[config.mk]
export PLATFORM = sky130hd
export DESIGN_NAME = metering_event_arbiter_flat
export DESIGN_NICKNAME = d
export VERILOG_FILES = /design/src/rtl/metering_event_arbiter_if.sv /design/src/rtl/metering_event_arbiter.sv /design/src/flat_wrapper.sv
export SDC_FILE = /design/constraint.sdc
export NUM_CORES = 1
export LEC_CHECK = 0
export CORE_MARGIN = 3
export CORE_UTILIZATION = 54
export DETAILED_ROUTE_END_ITERATION = 10
export GPL_TIMING_DRIVEN = 0
export PLACE_DENSITY = 0.86
export SYNTH_ARGS = -nofsm -noshare
export SYNTH_HDL_FRONTEND = slang
export SYNTH_SLANG_ARGS = --single-unit
[constraint.sdc]
create_clock -name clk -period 8.7 [get_ports clk]
set_input_delay 1.74 -clock clk [delete_from_list [all_inputs] [get_ports clk]]
set_output_delay 1.74 -clock clk [all_outputs]
set_load 0.005 [all_outputs]
[src/rtl/metering_event_arbiter_if.sv]
// Handshake bundle between event requesters and the metering arbiter.
// master drives event strobes and controls; slave (the arbiter) drives pulse/status.
interface metering_event_arbiter_if #(
  parameter int NUM_REQ = 4
);
  logic [NUM_REQ-1:0] ev_in;
  logic               meter_en;
  logic               ovf_clr;
  logic               metering_event;
  logic [2:0]         grant_id;
  logic               pending_any;
  logic [NUM_REQ-1:0] ovf;
  logic [31:0]        total_events;

  modport master (
    output ev_in, meter_en, ovf_clr,
    input  metering_event, grant_id, pending_any, ovf, total_events
  );

  modport slave (
    input  ev_in, meter_en, ovf_clr,
    output metering_event, grant_id, pending_any, ovf, total_events
  );
endinterface

[src/rtl/metering_event_arbiter.sv]
// Round-robin arbiter turning per-requester event counts into spaced metering pulses.
// Optional macro METER_TOTAL_CNT_EN adds a 32-bit issued-pulse counter on total_events.
module metering_event_arbiter #(
  parameter int NUM_REQ = 4,
  parameter int CNT_W   = 8,
  parameter int GAP     = 2
) (
  input  logic clk,
  input  logic rst_n,
  metering_event_arbiter_if.slave bus
);

  typedef enum logic [1:0] {ST_IDLE, ST_ISSUE, ST_GAP} state_t;

  localparam logic [CNT_W-1:0] CNT_MAX  = '1;
  localparam logic [CNT_W-1:0] CNT_ONE  = {{(CNT_W-1){1'b0}}, 1'b1};
  localparam logic [7:0]       GAP_LOAD = (GAP > 0) ? 8'(GAP - 1) : 8'd0;

  state_t             state, state_nxt;
  logic [CNT_W-1:0]   pending     [NUM_REQ];
  logic [CNT_W-1:0]   pending_nxt [NUM_REQ];
  logic [NUM_REQ-1:0] nonzero;
  logic [NUM_REQ-1:0] ovf_set;
  logic [NUM_REQ-1:0] ovf_q;
  logic [7:0]         gap_cnt, gap_cnt_nxt;
  logic [2:0]         last_grant, winner, grant_q;
  logic               issue, any_pend, pany_nxt, pulse_q, pany_q;

  // Saturating counter step: MSB of the result flags a dropped event.
  function automatic logic [CNT_W:0] sat_step(input logic [CNT_W-1:0] cur,
                                              input logic inc, input logic dec);
    logic [CNT_W:0] r;
    r = {1'b0, cur};
    if (inc && !dec) begin
      if (cur == CNT_MAX) r = {1'b1, cur};
      else                r = {1'b0, cur + CNT_ONE};
    end else if (dec && !inc) begin
      r = {1'b0, cur - CNT_ONE};
    end
    return r;
  endfunction

  always_comb begin
    nonzero = '0;
    for (int j = 0; j < NUM_REQ; j++) nonzero[j] = |pending[j];
    any_pend = |nonzero;
  end

  // Closest nonzero requester after last_grant, measured as a rotating distance.
  always_comb begin
    int best;
    int d;
    winner = '0;
    best   = NUM_REQ;
    d      = 0;
    for (int j = 0; j < NUM_REQ; j++) begin
      d = j - int'(last_grant) - 1;
      if (d < 0) d = d + NUM_REQ;
      if (nonzero[j] && d < best) begin
        best   = d;
        winner = 3'(j);
      end
    end
  end

  always_comb begin
    state_nxt   = state;
    gap_cnt_nxt = gap_cnt;
    issue       = 1'b0;
    case (state)
      ST_IDLE: begin
        if (bus.meter_en && any_pend) begin
          issue     = 1'b1;
          state_nxt = ST_ISSUE;
        end
      end
      ST_ISSUE: begin
        if (GAP == 0) begin
          if (bus.meter_en && any_pend) issue = 1'b1;
          else                          state_nxt = ST_IDLE;
        end else begin
          state_nxt   = ST_GAP;
          gap_cnt_nxt = GAP_LOAD;
        end
      end
      ST_GAP: begin
        if (gap_cnt == 8'd0) begin
          if (bus.meter_en && any_pend) begin
            issue     = 1'b1;
            state_nxt = ST_ISSUE;
          end else begin
            state_nxt = ST_IDLE;
          end
        end else begin
          gap_cnt_nxt = gap_cnt - 8'd1;
        end
      end
      default: state_nxt = ST_IDLE;
    endcase
  end

  always_comb begin
    pany_nxt = 1'b0;
    ovf_set  = '0;
    for (int j = 0; j < NUM_REQ; j++) begin
      {ovf_set[j], pending_nxt[j]} = sat_step(pending[j], bus.ev_in[j],
                                              issue && (winner == 3'(j)));
      pany_nxt = pany_nxt | (|pending_nxt[j]);
    end
  end

  always_ff @(posedge clk or negedge rst_n) begin
    if (!rst_n) begin
      state      <= ST_IDLE;
      gap_cnt    <= 8'd0;
      pulse_q    <= 1'b0;
      grant_q    <= 3'd0;
      pany_q     <= 1'b0;
      ovf_q      <= '0;
      last_grant <= 3'(NUM_REQ - 1);
      for (int j = 0; j < NUM_REQ; j++) pending[j] <= '0;
    end else begin
      state   <= state_nxt;
      gap_cnt <= gap_cnt_nxt;
      pulse_q <= issue;
      pany_q  <= pany_nxt;
      // A same-cycle overflow overrides the clear for that bit.
      ovf_q   <= (ovf_q & ~{NUM_REQ{bus.ovf_clr}}) | ovf_set;
      for (int j = 0; j < NUM_REQ; j++) pending[j] <= pending_nxt[j];
      if (issue) begin
        grant_q    <= winner;
        last_grant <= winner;
      end
    end
  end

  assign bus.metering_event = pulse_q;
  assign bus.grant_id       = grant_q;
  assign bus.pending_any    = pany_q;
  assign bus.ovf            = ovf_q;

`ifdef METER_TOTAL_CNT_EN
  logic [31:0] total_q;

  always_ff @(posedge clk or negedge rst_n) begin
    if (!rst_n)     total_q <= 32'd0;
    else if (issue) total_q <= total_q + 32'd1;
  end

  assign bus.total_events = total_q;
`else
  assign bus.total_events = 32'd0;
`endif

endmodule

[src/flat_wrapper.sv]
// flat-port wrapper written by rule: the top's interface ports become plain ports
module metering_event_arbiter_flat 
#(
  parameter int NUM_REQ = 4,
  parameter int CNT_W   = 8,
  parameter int GAP     = 2
)
  (clk, rst_n, bus_ev_in, bus_meter_en, bus_ovf_clr, bus_metering_event, bus_grant_id, bus_pending_any, bus_ovf, bus_total_events);
  metering_event_arbiter_if #(.NUM_REQ(NUM_REQ)) bus_i ();
  input  logic clk;
  input  logic rst_n;
  input wire logic [$bits(bus_i.ev_in)-1:0] bus_ev_in;
  input wire logic [$bits(bus_i.meter_en)-1:0] bus_meter_en;
  input wire logic [$bits(bus_i.ovf_clr)-1:0] bus_ovf_clr;
  output wire logic [$bits(bus_i.metering_event)-1:0] bus_metering_event;
  output wire logic [$bits(bus_i.grant_id)-1:0] bus_grant_id;
  output wire logic [$bits(bus_i.pending_any)-1:0] bus_pending_any;
  output wire logic [$bits(bus_i.ovf)-1:0] bus_ovf;
  output wire logic [$bits(bus_i.total_events)-1:0] bus_total_events;
  assign bus_i.ev_in = bus_ev_in;
  assign bus_i.meter_en = bus_meter_en;
  assign bus_i.ovf_clr = bus_ovf_clr;
  assign bus_metering_event = bus_i.metering_event;
  assign bus_grant_id = bus_i.grant_id;
  assign bus_pending_any = bus_i.pending_any;
  assign bus_ovf = bus_i.ovf;
  assign bus_total_events = bus_i.total_events;
  metering_event_arbiter #(.NUM_REQ(NUM_REQ), .CNT_W(CNT_W), .GAP(GAP)) u_core (.clk(clk), .rst_n(rst_n), .bus(bus_i));
endmodule
==> results.md <==
* Global-route wire length before repair at 24700 um
* Diode count at 0
* Vias per cell at 6.00
* DRT Wirelength at 15700 um
* TritonCTS clock tree: built
* IO Port Bufs at 15
* Most used cell along the critical path: buf_4
* Cts hold-fix bufs at 0
* Min-delay src: u_core.gap_cnt[7]$_DFFE_PN0P_
* Pwr per Cell Area at 364 nW/um^2
* Register clock-pin slew on the reported worst setup and hold paths at 0.11 ns
* Footprint of the multi-input gates at 4530 um^2
* Worst setup SP type: flip-flop
* Cell area after synthesis at 5890 um^2
* Count leader, synth: ha_1
* Clock Latency Late Sink at 0.31 ns
* CP required at 8.88 ns
* Hold Fails Final Rpt at 0
* Synth warn at 0
* Setup tns final at 0 ns
* Max clock buf depth at 2
* Final setup vio count at 0
* Number of global-route vias before repair at 5407
* Core area at 10500 um^2
* Synth top cells by count: ha_1, nand2_1, dfrtp_1, nor2_1, inv_1
* Sequential-to-total area share from yosys stat at 22.1%
* Slowest cell on crit path: dfstp_2
* Crit path DAT at 8.87 ns
* Worst flop-to-flop path endpoint: u_core.bus.pending_any$_DFF_PN0_
* Avg Inst Size Synth at 8.56 um^2
* Register area at 1310 um^2
* Crit Path Category: reg -> reg
* Worst setup margin at 0.00263 ns
* Hold Crit Class: reg -> reg
* IO Pins at 49
* Worst-margin pin slew at 0.741 ns
* Place WS at -1.46 ns
* Area leader, netlist: ha_1
* Final min period at 8.70 ns
* Residual DRC count at 0
* Synth async-reset ratio at 100%
* GRT overflow at 0
* Top_reg_cell synth: dfrtp_1
* RR Startpoint: u_core.last_grant[1]$_DFFE_PN1P_
* Post-Synthesis Cells at 688
* Drt wl/cell at 16.4 um
* Max Clock Freq at 115 MHz
* Area growth syn-to-layout at 21.2%
* Yosys top cell area share at 22.1%
* Cell variety after synth at 72
* Final period util at 100%
* #FFs+latches synth at 52
* Filler cell count at 790
* Slew Limit Fails at 0
* Leak at 3.42 nW
* Clock Tree Root: clkbuf_8
* Layout cells sized above 1 at 18.9%
* Pre-antenna DRT Iters at 5
* CP top delay family: simple AND/OR/NAND/NOR gates
* Die Height at 110 um
* Final nets at 937
* Post-synth EDFFs at 0
* DPL Wire Length at 10400 um
* Die Span X at 110 um
* FF-to-FF setup slack at 0.003 ns
* MaxCap Viol Count at 0
* Initial core utilization at 56.3%
* CP Buf/Inv Count at 10
* CTS Buf Count at 5
* Top cells by area, synth: ha_1, dfrtp_1, buf_4
* CTS sink cnt at 52
* Crit end category: flip-flop
* H-tree levels at 2
* Largest net degree at the start of global routing at 31
* Status: finished clean
* Critical Path Max Stage Delay at 0.56 ns
* DIE AREA at 12200 um^2
* Initial antenna violation count at 0
* GR Util All Layers at 23.1%
* Worst Hold Path Cells at 1
* Num rows at 37
* WHS at 0.494 ns
* Final antenna-violating net count at 0
* Highest net fanout along the worst path at 7
* Via Count at 5759
* Peak VDD IR at 0.169 mV
* Worst R2R Path Depth at 41
* Hold Path End: u_core.gap_cnt[7]$_DFFE_PN0P_
* GP Congestion at 0.958
* Clock Skews at 0.0137 ns
* DR iter-0 viols at 460
* Max-slew headroom at 50.6%
## registers in the layout, indices dropped and copies added, names as in the netlist
register,cells
u_core.bus.ovf,4
u_core.state,2
u_core.bus.grant_id,2
u_core.pending,32
u_core.gap_cnt,8
u_core.bus.pending_any,1
u_core.last_grant,2
u_core.bus.metering_event,1
## stage by stage
step	total power (W)	area (um^2)	util [%]	cells
2_1_floorplan	0.00169	6140	-	753
3_3_place_gp	0.00195	6460	61.8	904
5_1_grt	0.00283	7140	68.2	960
6_report	0.00260	7140	68.2	960
4_1_cts	0.00233	6850	65.5	937
3_5_place_dp	0.00204	6490	62.0	905
## per-layer routing
metal	track usage (%)	wire [um]
met1	29.7	6490
met2	40.5	7660
met3	3.18	955
met4	6.08	628
met5	0	0
## cell usage in the layout (no fill, tap or decap), types with 8 or more instances in the layout
master / synthesis / final
ha_1: 104 / 99
a21oi_1: 29 / 28
xnor2_1: 8 / 8
nor2_1: 43 / 41
and3_1: 16 / 15
nand3_1: 23 / 23
nand2_1: 54 / 50
conb_1: 2 / 67
inv_1: 41 / 36
dfrtp_1: 50 / 48
clkbuf_1: 12 / 8
buf_4: 34 / 79
nand4_1: 22 / 22
mux2i_1: 8 / 8
nor2b_1: 8 / 8
nand2b_1: 9 / 9
clkdlybuf4s50_1: 0 / 14
o21a_1: 23 / 22
nor3_1: 17 / 15
a21o_1: 14 / 14
o21ai_0: 23 / 22
## how the worst max path moves through the flow
stage	startpoint	to	slack, ns	depth (start not counted)
floorplan	u_core.last_grant[1]$_DFFE_PN1P_	u_core.bus.pending_any$_DFF_PN0_	0.008	38
global placement	u_core.pending[26]$_DFF_PN0_	u_core.bus.pending_any$_DFF_PN0_	-1.19	36
detailed placement	u_core.last_grant[1]$_DFFE_PN1P_	u_core.bus.pending_any$_DFF_PN0_	-1.46	38
CTS	u_core.pending[28]$_DFF_PN0_	u_core.bus.pending_any$_DFF_PN0_	0.02	37
global route	u_core.last_grant[1]$_DFFE_PN1P_	u_core.bus.pending_any$_DFF_PN0_	-0.29	41
finish	u_core.last_grant[1]$_DFFE_PN1P_	u_core.bus.pending_any$_DFF_PN0_	0.003	41
## what timing repair did
action	CTS	global route
setup endpoints to repair	20	5
setup buffers	24	23
pin swaps	13	20
gates resized for setup	28	29
## cell families after synthesis
family | count (synthesis) | synth area share [%]
DFF | 52 | 22.1
adders and majority gates | 106 | 22.8
muxes | 12 | 2.12
buffers and inverters | 91 | 8.15
other | 2 | 0.127
xor gates and xnor gates | 15 | 2.23
AOI/OAI and AO/OA | 162 | 19.4
and+or+nand+nor | 248 | 23.0
## power by group
group | switching, W | internal (W) | leakage (nW)
clock network | 0.0000859 | 0.0000564 | 0.0479
logic | 0.00110 | 0.000884 | 2.74
registers | 0.000127 | 0.000347 | 0.627
## layout make-up
cell class,instances,share of cell area (%)
Clock buffer,5,0.964
Multi-Input combinational cell,610,63.4
Inverter,41,2.21
Timing Repair Buffer,63,7.46
Buffer,50,5.05
Tap cell,136,2.38
Clock inverter,3,0.263
Sequential cell,52,18.3
Power figures use the tool's default switching activity.
